File: config.mk
export PLATFORM = sky130hd
export DESIGN_NAME = button_event_scheduler
export DESIGN_NICKNAME = d
export VERILOG_FILES = /design/src/rtl/btn_evt_pkg.sv /design/src/rtl/btn_evt_fifo.sv /design/src/rtl/button_event_scheduler.sv
export SDC_FILE = /design/constraint.sdc
export NUM_CORES = 1
export LEC_CHECK = 0
export ABC_AREA = 1
export BUFFER_PORTS_ARGS = -buffer_cell sky130_fd_sc_hd__buf_4
export CORE_MARGIN = 2
export CORE_UTILIZATION = 55
export CTS_BUF_LIST = sky130_fd_sc_hd__clkbuf_4
export DETAILED_ROUTE_END_ITERATION = 8
export GPL_ROUTABILITY_DRIVEN = 0
export PLACE_DENSITY_LB_ADDON = 0.2
export SLEW_MARGIN = 5
export SYNTH_ARGS = -nofsm -noshare
export SYNTH_HDL_FRONTEND = slang
export SYNTH_SLANG_ARGS = --single-unit
File: constraint.sdc
create_clock -name clock -period 3.06 [get_ports clock]
set_input_delay 0.153 -clock clock [delete_from_list [all_inputs] [get_ports clock]]
set_output_delay 0.153 -clock clock [all_outputs]
set_load 0.02 [all_outputs]
File: src/rtl/btn_evt_pkg.sv
// Shared event-type codes, repeat-FSM state encoding and a width helper for the
// button event scheduler.
package btn_evt_pkg;

    localparam logic [1:0] EVT_NONE    = 2'b00;
    localparam logic [1:0] EVT_PRESS   = 2'b01;
    localparam logic [1:0] EVT_RELEASE = 2'b10;
    localparam logic [1:0] EVT_REPEAT  = 2'b11;

    typedef enum logic [1:0] {
        RPT_IDLE   = 2'b00,
        RPT_DELAY  = 2'b01,
        RPT_REPEAT = 2'b10
    } rpt_state_e;

    function automatic int max_int(input int a, input int b);
        return (a > b) ? a : b;
    endfunction

endpackage

File: src/rtl/btn_evt_fifo.sv
// Synchronous event FIFO whose head entry, valid flag and occupancy are all
// registered, so the consumer sees stable outputs straight from flops.
module btn_evt_fifo #(
    parameter int DEPTH = 4,
    parameter int W     = 4
) (
    input  logic                   clock,
    input  logic                   reset,
    input  logic                   push,
    input  logic [W-1:0]           push_data,
    input  logic                   pop,
    output logic                   head_valid,
    output logic [W-1:0]           head_data,
    output logic [$clog2(DEPTH):0] count
);
    localparam int AW = $clog2(DEPTH);

    logic [W-1:0]  mem_r [DEPTH];
    logic [AW-1:0] wr_ptr_r;
    logic [AW-1:0] rd_ptr_r;
    logic [AW-1:0] rd_ptr_nxt_s;
    logic [AW:0]   count_r;
    logic [AW:0]   count_nxt_s;
    logic          head_valid_r;
    logic [W-1:0]  head_data_r;
    logic [W-1:0]  head_nxt_s;
    logic          do_push_s;
    logic          do_pop_s;

    // Next pointers/occupancy and the entry that will sit at the head next cycle
    always_comb begin
        do_push_s    = push && (count_r != (AW+1)'(DEPTH));
        do_pop_s     = pop && head_valid_r;
        rd_ptr_nxt_s = do_pop_s ? (rd_ptr_r + AW'(1)) : rd_ptr_r;
        if (do_push_s && !do_pop_s) begin
            count_nxt_s = count_r + (AW+1)'(1);
        end else if (!do_push_s && do_pop_s) begin
            count_nxt_s = count_r - (AW+1)'(1);
        end else begin
            count_nxt_s = count_r;
        end
        // A push landing on the next head slot can only happen when nothing older remains
        if (do_push_s && (wr_ptr_r == rd_ptr_nxt_s)) begin
            head_nxt_s = push_data;
        end else begin
            head_nxt_s = mem_r[rd_ptr_nxt_s];
        end
    end

    // Storage array, written on accepted pushes only
    always_ff @(posedge clock) begin
        if (do_push_s) begin
            mem_r[wr_ptr_r] <= push_data;
        end
    end

    // Pointers, occupancy and registered head
    always_ff @(posedge clock) begin
        if (reset) begin
            wr_ptr_r     <= '0;
            rd_ptr_r     <= '0;
            count_r      <= '0;
            head_valid_r <= 1'b0;
            head_data_r  <= '0;
        end else begin
            wr_ptr_r     <= do_push_s ? (wr_ptr_r + AW'(1)) : wr_ptr_r;
            rd_ptr_r     <= rd_ptr_nxt_s;
            count_r      <= count_nxt_s;
            head_valid_r <= (count_nxt_s != '0);
            head_data_r  <= (count_nxt_s != '0) ? head_nxt_s : '0;
        end
    end

    assign head_valid = head_valid_r;
    assign head_data  = head_data_r;
    assign count      = count_r;

endmodule

File: src/rtl/button_event_scheduler.sv
// Round-robin arbiter turning debounced button pulses into a FIFO'd event stream.
// Optional auto-repeat generator enabled by defining BTN_AUTOREPEAT_EN.
module button_event_scheduler
    import btn_evt_pkg::*;
#(
    parameter int NB            = 4,
    parameter int DEPTH         = 4,
    parameter int REPEAT_DELAY  = 1000,
    parameter int REPEAT_PERIOD = 250
) (
    input  logic                    clock,
    input  logic                    reset,
    input  logic [NB-1:0]           pb_pressed_pulse,
    input  logic [NB-1:0]           pb_released_pulse,
    input  logic [NB-1:0]           pb_pressed_state,
    output logic                    evt_valid,
    input  logic                    evt_ready,
    output logic [1:0]              evt_type,
    output logic [$clog2(NB)-1:0]   evt_id,
    output logic [$clog2(DEPTH):0]  fifo_count,
    output logic                    overflow,
    input  logic                    ovf_clear
);
    localparam int IDW = $clog2(NB);
    localparam int CW  = $clog2(DEPTH) + 1;

    logic [NB-1:0]  p_r, r_r, l_r;
    logic [NB-1:0]  gnt_p_s, gnt_r_s, gnt_l_s;
    logic [NB-1:0]  rpt_set_s;
    logic [IDW-1:0] rr_r;
    logic [IDW-1:0] scan_id_s;
    logic [IDW-1:0] gnt_id_s;
    logic           gnt_valid_s;
    logic [1:0]     gnt_type_s;
    logic           lost_s;
    logic           overflow_r;
    logic [CW-1:0]  count_s;
    logic [IDW+1:0] head_data_s;

    // Round-robin scan: offsets are visited high to low so the nearest one to rr wins
    always_comb begin
        gnt_valid_s = 1'b0;
        gnt_id_s    = '0;
        gnt_type_s  = EVT_NONE;
        gnt_p_s     = '0;
        gnt_r_s     = '0;
        gnt_l_s     = '0;
        scan_id_s   = '0;
        if (count_s < CW'(DEPTH)) begin
            for (int i = NB - 1; i >= 0; i--) begin
                scan_id_s = IDW'((int'(rr_r) + i) % NB);
                if (p_r[scan_id_s] || r_r[scan_id_s] || l_r[scan_id_s]) begin
                    gnt_valid_s = 1'b1;
                    gnt_id_s    = scan_id_s;
                end else begin
                    gnt_valid_s = gnt_valid_s;
                end
            end
        end else begin
            gnt_valid_s = 1'b0;
        end
        // Press before repeat before release keeps press-before-release ordering
        if (gnt_valid_s) begin
            if (p_r[gnt_id_s]) begin
                gnt_type_s          = EVT_PRESS;
                gnt_p_s[gnt_id_s]   = 1'b1;
            end else if (r_r[gnt_id_s]) begin
                gnt_type_s          = EVT_REPEAT;
                gnt_r_s[gnt_id_s]   = 1'b1;
            end else begin
                gnt_type_s          = EVT_RELEASE;
                gnt_l_s[gnt_id_s]   = 1'b1;
            end
        end else begin
            gnt_type_s = EVT_NONE;
        end
        lost_s = |((pb_pressed_pulse  & p_r & ~gnt_p_s) |
                   (rpt_set_s         & r_r & ~gnt_r_s) |
                   (pb_released_pulse & l_r & ~gnt_l_s));
    end

    // Pending bits, round-robin pointer and sticky overflow
    always_ff @(posedge clock) begin
        if (reset) begin
            p_r        <= '0;
            r_r        <= '0;
            l_r        <= '0;
            rr_r       <= '0;
            overflow_r <= 1'b0;
        end else begin
            p_r <= (p_r & ~gnt_p_s) | pb_pressed_pulse;
            r_r <= (r_r & ~gnt_r_s) | rpt_set_s;
            l_r <= (l_r & ~gnt_l_s) | pb_released_pulse;
            if (gnt_valid_s) begin
                rr_r <= (gnt_id_s == IDW'(NB - 1)) ? '0 : (gnt_id_s + IDW'(1));
            end
            if (lost_s) begin
                overflow_r <= 1'b1;
            end else if (ovf_clear) begin
                overflow_r <= 1'b0;
            end
        end
    end

`ifdef BTN_AUTOREPEAT_EN
    localparam int RMAX = max_int(REPEAT_DELAY, REPEAT_PERIOD);
    localparam int CNTW = (RMAX > 1) ? $clog2(RMAX) : 1;

    for (genvar b = 0; b < NB; b++) begin : g_rpt
        rpt_state_e     state_r, state_nxt_s;
        logic [CNTW-1:0] cnt_r, cnt_nxt_s;
        logic           set_s;

        // Hold-time counter: first repeat after the delay, then every period
        always_comb begin
            state_nxt_s = state_r;
            cnt_nxt_s   = cnt_r;
            set_s       = 1'b0;
            case (state_r)
                RPT_IDLE: begin
                    if (pb_pressed_pulse[b]) begin
                        state_nxt_s = RPT_DELAY;
                        cnt_nxt_s   = '0;
                    end else begin
                        state_nxt_s = RPT_IDLE;
                    end
                end
                RPT_DELAY: begin
                    if (!pb_pressed_state[b]) begin
                        state_nxt_s = RPT_IDLE;
                    end else if (cnt_r == CNTW'(REPEAT_DELAY - 1)) begin
                        set_s       = 1'b1;
                        state_nxt_s = RPT_REPEAT;
                        cnt_nxt_s   = '0;
                    end else begin
                        cnt_nxt_s   = cnt_r + CNTW'(1);
                    end
                end
                RPT_REPEAT: begin
                    if (!pb_pressed_state[b]) begin
                        state_nxt_s = RPT_IDLE;
                    end else if (cnt_r == CNTW'(REPEAT_PERIOD - 1)) begin
                        set_s       = 1'b1;
                        cnt_nxt_s   = '0;
                    end else begin
                        cnt_nxt_s   = cnt_r + CNTW'(1);
                    end
                end
                default: begin
                    state_nxt_s = RPT_IDLE;
                    cnt_nxt_s   = '0;
                end
            endcase
        end

        // Repeat FSM state register
        always_ff @(posedge clock) begin
            if (reset) begin
                state_r <= RPT_IDLE;
                cnt_r   <= '0;
            end else begin
                state_r <= state_nxt_s;
                cnt_r   <= cnt_nxt_s;
            end
        end

        assign rpt_set_s[b] = set_s;
    end
`else
    logic unused_rpt_s;
    assign rpt_set_s    = '0;
    assign unused_rpt_s = ^{pb_pressed_state, REPEAT_DELAY[0], REPEAT_PERIOD[0]};
`endif

    btn_evt_fifo #(
        .DEPTH (DEPTH),
        .W     (IDW + 2)
    ) u_fifo (
        .clock      (clock),
        .reset      (reset),
        .push       (gnt_valid_s),
        .push_data  ({gnt_type_s, gnt_id_s}),
        .pop        (evt_ready),
        .head_valid (evt_valid),
        .head_data  (head_data_s),
        .count      (count_s)
    );

    assign evt_type   = head_data_s[IDW+1:IDW];
    assign evt_id     = head_data_s[IDW-1:0];
    assign fifo_count = count_s;
    assign overflow   = overflow_r;

endmodule

==> results.cfg, run 1 <==
[status]
status = completed

[synth]
synth-edff-count = 16
synth_xor_area_share_pct = 1.44
ys.flop_type = dfxtp_1
yosysWarnings = 0
synth_compound_area_share_pct = 10.9
syn-cell-area_sq_um = 2430
synth_cells = 328
syn_nets = 352
synth_cell_type_count = 36
ys_seq_elements = 43
synthMuxAreaShare_pct = 0
syn_avg_cell_area_sq_um = 7.42
synth_fa_ha_area_share_pct = 4.11
async_reset_ff_share_pct = 0
yosysSeqAreaShare_pct = 41.9
synth_top_family_by_area = simple AND/OR/NAND/NOR gates
synthSimpleGateAreaFrac_pct = 31.4

[power_and_ir_drop]
leakage_uw = 0.00132
vdd_drop_max_mv = 0.472
power.net_switching_uw = 1580
netSwitchingFraction_pct = 49.9
p_int_uw = 1580
p_per_area_nw_per_um2 = 1160
power_frac_comb_pct = 58.7
seqPwrFrac_pct = 31.9
power_frac_clock_pct = 9.3

[timing]
skew_ps = 11.1
hold_viol_final = 0
tns_ps = 0
slew_headroom_pct = 73.1
rsz0062_at_grt = false
slew_viol_final = 0
worstMarginPinSlew_ps = 402
max_freq_ghz = 0.394
fin_crit_ps = 2540
setup_viol = 0
timing.final.crit_share_pct = 83.0

[critical_path]
cp_data_arrival_time_ps = 2810
cp-start-kind = flop
critPathMaxStageDelay_ps = 590
timing.rr.start = rr_r[0]
rrSetupSlack_ps = 520
cp.required_ps = 3330
crit_path_top_delay_cell = dfxtp_2
path_class = reg -> reg
worst_setup_path_end_kind = flop
cpLargestDelayFamily = simple AND/OR/NAND/NOR gates
crit_path_start = rr_r[0]
cp_cell_sequence = o21ai_0 -> nor2_1 -> nand2_1 -> nand2_2 -> nand4_1 -> nand2_2 -> nor2_2 -> a21oi_1 -> o21ai_1 -> nand2_1 -> inv_2 -> nor2_1 -> nand2_2 -> and3_1
worst-path-buf-inv = 1
worst_path_most_repeated_cell = nand2_2
crit_path_max_fanout = 18

[floorplanning]
num_io_pins = 25
core_area_sq_um = 4290
dieWidth_microns = 70.5
die-area_sq_um = 4980
initial_core_util_pct = 56.7
fp-row-count = 24
chipHeight_microns = 70.5

[layout]
insertedDiodeCount = 0
post-route-util_pct = 63.5
drive_above_1_share_pct = 17.1
syn_to_final_growth_pct = 12.0
final_cells = 409
postLayoutCellArea_sq_um = 2730
nets = 380
final_common_cell = nand2_1
final_cell_mix = 82 x nand2_1, 41 x inv_1, 34 x nor2_1

[grt]
grt_pass1_vias = 1878
grtUsageTotal_pct = 20.8
antenna_found_initial = 0
grt_overflow = 0
grt_max_degree = 19
grt_pass1_wl_mm = 8.32

[clocking]
clock-sinks = 43
clock_latency_ps = 370
h-tree-depth = 2
cts_tree = done
cts_buffers = 5
cts_root_buf = clkbuf_4
clkSlewWorstSetupHoldPaths_ps = 140
cts_buffer_depth = 2

[worst_hold_path]
hold_start = pb_released_pulse[2]
hp-class = in -> reg

[place]
portBuffers = 20
hpwl_mm = 3.58
place_area_sq_um = 2620
dp.cells = 396

[drt]
ant_nets = 0
routedWlPerCell_microns = 11.8
first_pass_iters = 4
vias_per_cell = 5.09
drt_wl_total_mm = 4.84
vias = 2082
drc_errors = 0
drt_iter0_drc = 97

[job]
maxCapViolCount = 0
metrics by stage:
| step | power [uW] | worst slack [ps] | hold slack (ps) |
|---|---|---|---|
| detailed placement | 2870 | 298 | 377 |
| floorplan | 2490 | 1020 | 270 |
| finish | 3160 | 521 | 17.4 |
| CTS | 3170 | 273 | 9.47 |
| global route | 3490 | 196 | 21.0 |
| global placement | 2830 | 377 | 368 |
timing repair:
action,CTS,global route
setup buffers,0,0
hold buffers,5,0
setup endpoints to repair,0,2
hold endpoints to repair,5,0
resized for setup,0,1
power by group through the flow:
stage	combinational (uW)	clock, uW	sequential [uW]
floorplan	1460	0	1030
global placement	1810	0	1020
detailed placement	1840	0	1020
CTS	1860	303	1010
global route	2130	322	1030
finish	1860	295	1010
cell usage after synthesis, drive strengths merged (2+ instances only):
master / count / share of area, %
a21oi: 21 / 4.3
nor2: 35 / 5.5
edfxtp: 16 / 20
xor2: 4 / 1.4
o21ai: 17 / 3.6
inv: 49 / 7.7
nand2: 97 / 17
nor3: 6 / 1.2
nand3: 26 / 6.3
dfxtp: 27 / 22
ha: 8 / 4.1
nand4: 2 / 0.51
clkbuf: 3 / 0.46
buf: 4 / 1.9
a32oi: 2 / 0.72
o21bai: 2 / 0.62
sequential cells by signal (all words and copies together), names as in the netlist:
signal             count
p_r                    4
rr_r                   2
r_r                    4
u_fifo.wr_ptr_r        2
u_fifo.head_data       4
l_r                    4
u_fifo.count           3
overflow               1
u_fifo.rd_ptr_r        2
u_fifo.head_valid      1
u_fifo.mem_r          16
final timing paths:
kind,cells past startpoint,endpoint
worst max-delay path,14,u_fifo.head_data[2]
worst min-delay path,3,l_r[2]
worst max register to register,14,u_fifo.head_data[2]
worst min register to register,2,p_r[1]
cells by family after synthesis:
family | count (synthesis)
AO/OA/AOI/OAI | 47
XOR/XNOR | 4
AND/OR/NAND/NOR | 169
buffers and inverters | 57
adder cells (fa/ha/maj) | 8
flip-flops | 43
worst min-delay path, cell delays in order:
cell	delay (ps)
buf_4	110
inv_1	40
a21oi_1	50
cell type report:
type | instances | area (sq um)
clock buffer | 5 | 37.5
clock inverter | 3 | 23.8
fill | 404 | 1570
inverter | 50 | 190
multi-input combinational | 228 | 1170
sequential | 43 | 1020
tap | 52 | 65.1
timing repair buffer | 28 | 223
metal layers:
metal,global-route usage [%],up-vias,wire (microns)
met3,3.42,5,261
li1,-,1106,-
met5,0,-,0
met1,28.5,921,2310
met4,6.71,0,43
met2,34.1,50,2220
No activity file was read; power rests on OpenSTA's default activity.
==> run 2: changes to the inputs <==
==> constraint.sdc (replaced) <==
create_clock -name clock -period 2.36 [get_ports clock]
set_input_delay 0.118 -clock clock [delete_from_list [all_inputs] [get_ports clock]]
set_output_delay 0.118 -clock clock [all_outputs]
set_load 0.02 [all_outputs]
==> run 2 against run 1 <==
Net effect:
- the flow now finishes with violations (negative setup slack)
- first-iteration DRC count increased by 120%
- clock power up 100%
- register-to-register slack got worse by 580 ps
- critical path depth up 5
- core utilization grew 8.6 points
- global-route usage rose by 2.7 points
- count of clock-buffer cells in the layout is the same
- sequential cell count unchanged
- worst setup slack worse by 580 ps
- die area is the same
- highest routed layer unchanged
- non-clock buffer count is 22 higher
- via count increased by 13%
==> results.cfg, run 2 (synthesis results as in run 1) <==
[power_and_ir_drop]
seqPwrFrac_pct = 25.0
netSwitchingFraction_pct = 46.9
power_frac_clock_pct = 11.6
p_per_area_nw_per_um2 = 1660
power_frac_comb_pct = 63.4
power.net_switching_uw = 2420
leakage_uw = 0.00150
p_int_uw = 2730
vdd_drop_max_mv = 0.848

[drt]
first_pass_iters = 4
routedWlPerCell_microns = 13.6
drc_errors = 0
vias = 2359
ant_nets = 0
drt_iter0_drc = 216
drt_wl_total_mm = 5.89
vias_per_cell = 5.46

[floorplanning]
core_area_sq_um = 4290
initial_core_util_pct = 56.7
dieWidth_microns = 70.5
fp-row-count = 24
die-area_sq_um = 4980
num_io_pins = 25
chipHeight_microns = 70.5

[critical_path]
rrSetupSlack_ps = -60
worst_setup_path_end_kind = flop
crit_path_start = rr_r[0]
path_class = reg -> reg
cp-endpoint = overflow
cp.required_ps = 2630
regToRegEndpoint = overflow
cp_data_arrival_time_ps = 2690
cp-start-kind = flop
crit_path_max_fanout = 9
timing.rr.start = rr_r[0]
worstRegToRegCells = 19

[grt]
grt_pass1_wl_mm = 9.31
antenna_found_initial = 0
grt_overflow = 0
grtUsageTotal_pct = 23.6
grt_pass1_vias = 2121
grt_max_degree = 19

[clocking]
cts_buffers = 5
clkSlewWorstSetupHoldPaths_ps = 140
clock-sinks = 43
cts_root_buf = clkbuf_4
cts_buffer_depth = 2
h-tree-depth = 2
clock_latency_ps = 370
cts_tree = done

[layout]
n_fill_cell = 318
final_common_cell = nand2_1
syn_to_final_growth_pct = 27.2
final_cell_mix = 71 x nand2_1, 40 x buf_4, 38 x inv_1
largest_reg_flops = 16
drive_above_1_share_pct = 28.4
top_register = u_fifo.mem_r
seqCellArea_sq_um = 1030
multi_input_area_sq_um = 1270
insertedDiodeCount = 0
nets = 403

[timing]
tns_ps = -61.6
skew_ps = 16.6
slew_viol_final = 0
fin_crit_ps = 2420
worstMarginPinSlew_ps = 369
hold_viol_final = 0
timing.final.crit_share_pct = 103
max_freq_ghz = 0.413
finalWorstSetupSlack_ps = -61.6
setup_viol = 1
rsz0062_at_grt = true
holdWs_ps = 54.3
slew_headroom_pct = 75.2

[place]
hpwl_mm = 3.84
portBuffers = 20

[job]
maxCapViolCount = 0

[status]
violations = negative setup slack
status = finished, violations left

[worst_hold_path]
hold_start = ovf_clear
hp-class = in -> reg
-- run 2: cell count changes in the layout (fill, tap and decap cells not counted), sizes merged --
cell and delta:
buf +18, clkinvlp -2, dlygate4sd3 +3, nand2 +1, bufinv +2, clkbuf +1
-- run 2: layer usage --
metal | global-route usage [%] | part of all wire [%] | vias to the layer above
met5 | 0 | 0 | -
met4 | 7.97 | 3.1 | 0
met3 | 4.56 | 7.6 | 20
met2 | 37.8 | 47 | 103
met1 | 32.3 | 42 | 1079
li1 | - | - | 1157
-- run 2: critical path, stage by stage, from the launching register on --
cell and delay (ps):
dfxtp_4 390, buf_12 140, nand2_1 60, o21ai_1 60, nor2_1 210, nand2_1 130
nand2_2 120, nand2_2 60, nand2_2 60, nand2_2 60, nand2_4 130, nand2_8 100
nand2_2 90, nand3_2 120, nand2_4 150, nand2_2 80, o21bai_1 160, nand2_1 60
nor2_1 100, a21oi_1 60
-- run 2: area by class of cell --
type                       instances  area share [%]
multi-input combinational        229            41.1
sequential                        43            33.1
timing repair buffer              50            13.7
inverter                          50            6.46
clock inverter                     3            2.30
tap                               52            2.10
clock buffer                       5            1.21
-- run 2: how the worst min path moves through the flow --
stage                           to  slack [ps]  cells after the start
after floorplan             l_r[0]         240                      2
after global placement      l_r[3]         330                      3
after detailed placement    p_r[2]         340                      3
after CTS                   l_r[1]          50                      2
after global routing        p_r[1]          50                      2
final                     overflow          50                      4
-- run 2: per-stage QoR --
step	setup WS [ps]	power, uW	utilization [%]	cell area [sq um]	cells
floorplan	321	3230	-	2430	328
global placement	84.9	3810	62.6	2690	404
detailed placement	51.4	3870	62.6	2690	404
CTS	3.84	4480	67.0	2880	420
global route	-165	5550	72.1	3100	432
finish	-61.6	5150	72.1	3100	432
-- run 2: power groups by stage --
stage | combinational, uW | sequential [uW] | clock (uW)
3_3_place_gp | 2540 | 1280 | 0
4_1_cts | 2610 | 1270 | 602
2_1_floorplan | 1900 | 1330 | 0
6_report | 3260 | 1290 | 598
3_5_place_dp | 2580 | 1290 | 0
5_1_grt | 3600 | 1310 | 637
-- run 2: timing repair --
| action | CTS | global route |
|---|---|---|
| setup buffers | 0 | 10 |
| endpoints found under the hold margin | 8 | 0 |
| endpoints found under the setup margin | 0 | 21 |
| hold buffers | 8 | 0 |
| resized for setup | 0 | 40 |
==> run 3: changes to the inputs <==
--- a/config.mk
+++ b/config.mk
@@ -5,7 +5,6 @@
 export SDC_FILE = /design/constraint.sdc
 export NUM_CORES = 1
 export LEC_CHECK = 0
-export ABC_AREA = 1
 export BUFFER_PORTS_ARGS = -buffer_cell sky130_fd_sc_hd__buf_4
 export CORE_MARGIN = 2
 export CORE_UTILIZATION = 55
==> run 3 against run 2 <==
Net effect:
- the flow finishes with violations (negative hold slack, negative setup slack)
- sequential share of layout area is 1.2 points higher
- design area is 2.0% lower
- largest cell class unchanged
- clock skew is 2.9 ps higher
- area after synthesis is 14% lower
- via count is 13% lower
- worst setup slack worse by 25 ps
==> results.cfg, run 3 <==
[grt]
antenna_found_initial = 0
grt_overflow = 0
grt_pass1_wl_mm = 8.74
grt_pass1_vias = 1760
grtUsageTotal_pct = 27.2
grt_max_degree = 20

[synth]
syn_nets = 225
synth_top_cells_by_count = 27 x dfxtp_1, 19 x a21oi_1, 16 x edfxtp_1, 16 x nor2_1
yosysTopAreaCell = dfxtp_1
synth-edff-count = 16
yosysWarnings = 0
ys.flop_type = dfxtp_1
synth_cell_type_count = 51
syn-cell-area_sq_um = 2100
syn_avg_cell_area_sq_um = 10.5
synth_top_area_share_pct = 25.7
ys_seq_elements = 43
synth_fa_ha_area_share_pct = 4.76
synthTopCellsByArea = dfxtp_1 26%, edfxtp_1 23%, ha_1 4.8%
yosysMostFrequentCell = dfxtp_1
synth_compound_area_share_pct = 19.3
synthSimpleGateAreaFrac_pct = 15.5
yosysSeqAreaShare_pct = 48.5
synth_top_family_by_area = compound AO/OA/AOI/OAI gates
async_reset_ff_share_pct = 0
synthMuxAreaShare_pct = 4.76
synth_xor_area_share_pct = 2.91
synth_cells = 201

[critical_path]
crit_path_max_fanout = 8
regToRegEndpoint = overflow
cp_data_arrival_time_ps = 2700
crit_path_start = r_r[0]
timing.rr.start = r_r[0]
worst_setup_path_end_kind = flop
cp-endpoint = overflow
rrSetupSlack_ps = -90
cp-start-kind = flop
path_class = reg -> reg
worstRegToRegCells = 11
cp.required_ps = 2610

[clocking]
h-tree-depth = 2
clock-sinks = 43
cts_buffer_depth = 2
clock_latency_ps = 380
cts_root_buf = clkbuf_4
clkSlewWorstSetupHoldPaths_ps = 150
cts_buffers = 5
cts_tree = done

[timing]
finalWorstSetupSlack_ps = -86.9
holdWs_ps = -7.54
slew_headroom_pct = 64.8
setup_viol = 3
skew_ps = 19.5
hold_viol_final = 2
slew_viol_final = 0
worstMarginPinSlew_ps = 528
timing.final.crit_share_pct = 104
max_freq_ghz = 0.409
fin_crit_ps = 2450
rsz0062_at_grt = true

[power_and_ir_drop]
seqPwrFrac_pct = 30.4
p_per_area_nw_per_um2 = 1290
vdd_drop_max_mv = 0.737
power_frac_comb_pct = 56.8
power.net_switching_uw = 1580
p_int_uw = 2320
power_frac_clock_pct = 12.9
leakage_uw = 0.00128
netSwitchingFraction_pct = 40.4

[drt]
dr_wl_met2_mm = 3.40
drt_wl_total_mm = 6.65
first_pass_iters = 5
drt_iter0_drc = 254
drc_errors = 0
routedWlPerCell_microns = 20.3
ant_nets = 0
vias = 2045
route.met3.wl_microns = 564
maxUsedRoutingLayer = met4
vias_per_cell = 6.23
wl_met1_mm = 2.38

[layout]
postLayoutCellArea_sq_um = 3030
nets = 303
final_cell_mix = 68 x buf_4, 19 x a21oi_1, 18 x dfxtp_1
drive_above_1_share_pct = 45.0
final_common_cell = buf_4
insertedDiodeCount = 0
largest_reg_flops = 16
syn_to_final_growth_pct = 44.2
top_register = u_fifo.mem_r

[worst_hold_path]
hp-class = in -> reg

[floorplanning]
initial_core_util_pct = 57.5
num_io_pins = 25
die-area_sq_um = 4340
core_area_sq_um = 3660
dieWidth_microns = 65.9
chipHeight_microns = 65.9
fp-row-count = 22

[status]
violations = negative hold slack, negative setup slack
status = finished, violations left

[place]
place_area_sq_um = 2560
portBuffers = 20
hpwl_mm = 3.86

[job]
maxCapViolCount = 0
run 3: cell count changes in the layout (fill, tap and decap cells not counted), sizes merged, moves of 3 or more:
cell	change
dlygate4sd3	-4
a211oi	+3
inv	-33
mux4	+4
nand2	-83
nor2	-18
nand3	-19
buf	+32
xnor2	+5
and2	+4
o21ai	-13
run 3: what timing repair did:
| item | in CTS | in global routing |
|---|---|---|
| pin swaps | 2 | 17 |
| resized for setup | 10 | 42 |
| hold buffers | 3 | 1 |
| setup endpoints to repair | 3 | 17 |
| buffers inserted | 5 | 11 |
| hold endpoints to repair | 3 | 1 |
run 3: cell families after synthesis:
logic type	after synthesis
DFF	43
muxes	5
buffers and inverters	22
and+or+nand+nor	63
AOI/OAI and AO/OA	53
adders and majority gates	8
xor gates and xnor gates	7
run 3: metal layers:
layer,track usage [%],vias up
li1,-,897
met1,34.2,980
met2,46.3,130
met3,4.94,38
met4,10.9,0
met5,0,-
run 3: power by group through the flow:
| stage | clock network (uW) | registers, uW | logic [uW] |
|---|---|---|---|
| after global routing | 527 | 1200 | 2370 |
| after detailed placement | 0 | 1180 | 1670 |
| after floorplan | 0 | 1220 | 948 |
| after global placement | 0 | 1150 | 1610 |
| final | 502 | 1180 | 2210 |
| after CTS | 484 | 1160 | 1780 |
run 3: layout make-up:
type                       instances  area, sq um
fill                             197          627
tap                               48         60.1
clock buffer                       5         37.5
sequential                        43         1040
inverter                          16         60.1
multi-input combinational        136         1180
clock inverter                     3         47.5
timing repair buffer              77          607
run 3: worst min path at each step:
| stage | depth (start not counted) | from | endpoint |
|---|---|---|---|
| global route | 3 | pb_released_pulse[0] | l_r[0] |
| finish | 3 | pb_released_pulse[3] | l_r[3] |
| detailed placement | 3 | pb_pressed_pulse[1] | p_r[1] |
| floorplan | 2 | pb_released_pulse[1] | l_r[1] |
| global placement | 3 | pb_pressed_pulse[1] | p_r[1] |
| CTS | 3 | pb_released_pulse[3] | l_r[3] |
run 3: metrics by stage:
stage	util, %	setup slack [ps]	std cells	total power [uW]	setup TNS, ps
after floorplan	-	96.2	201	2170	0
final	82.9	-86.9	328	3900	-118
after detailed placement	70.0	-164	300	2850	-367
after CTS	75.1	-5.90	316	3430	-5.90
after global placement	70.0	-76.2	300	2760	-130
after global routing	82.9	-161	328	4100	-1580
run 3: worst max-delay path: stages, from the launching register on:
cell	delay, ps
dfxtp_4	400
buf_4	140
nor3_4	190
o221a_4	240
a21bo_4	280
buf_6	150
inv_2	80
ha_4	140
nand2_2	70
o31ai_4	270
o2111a_1	240
a41oi_2	120
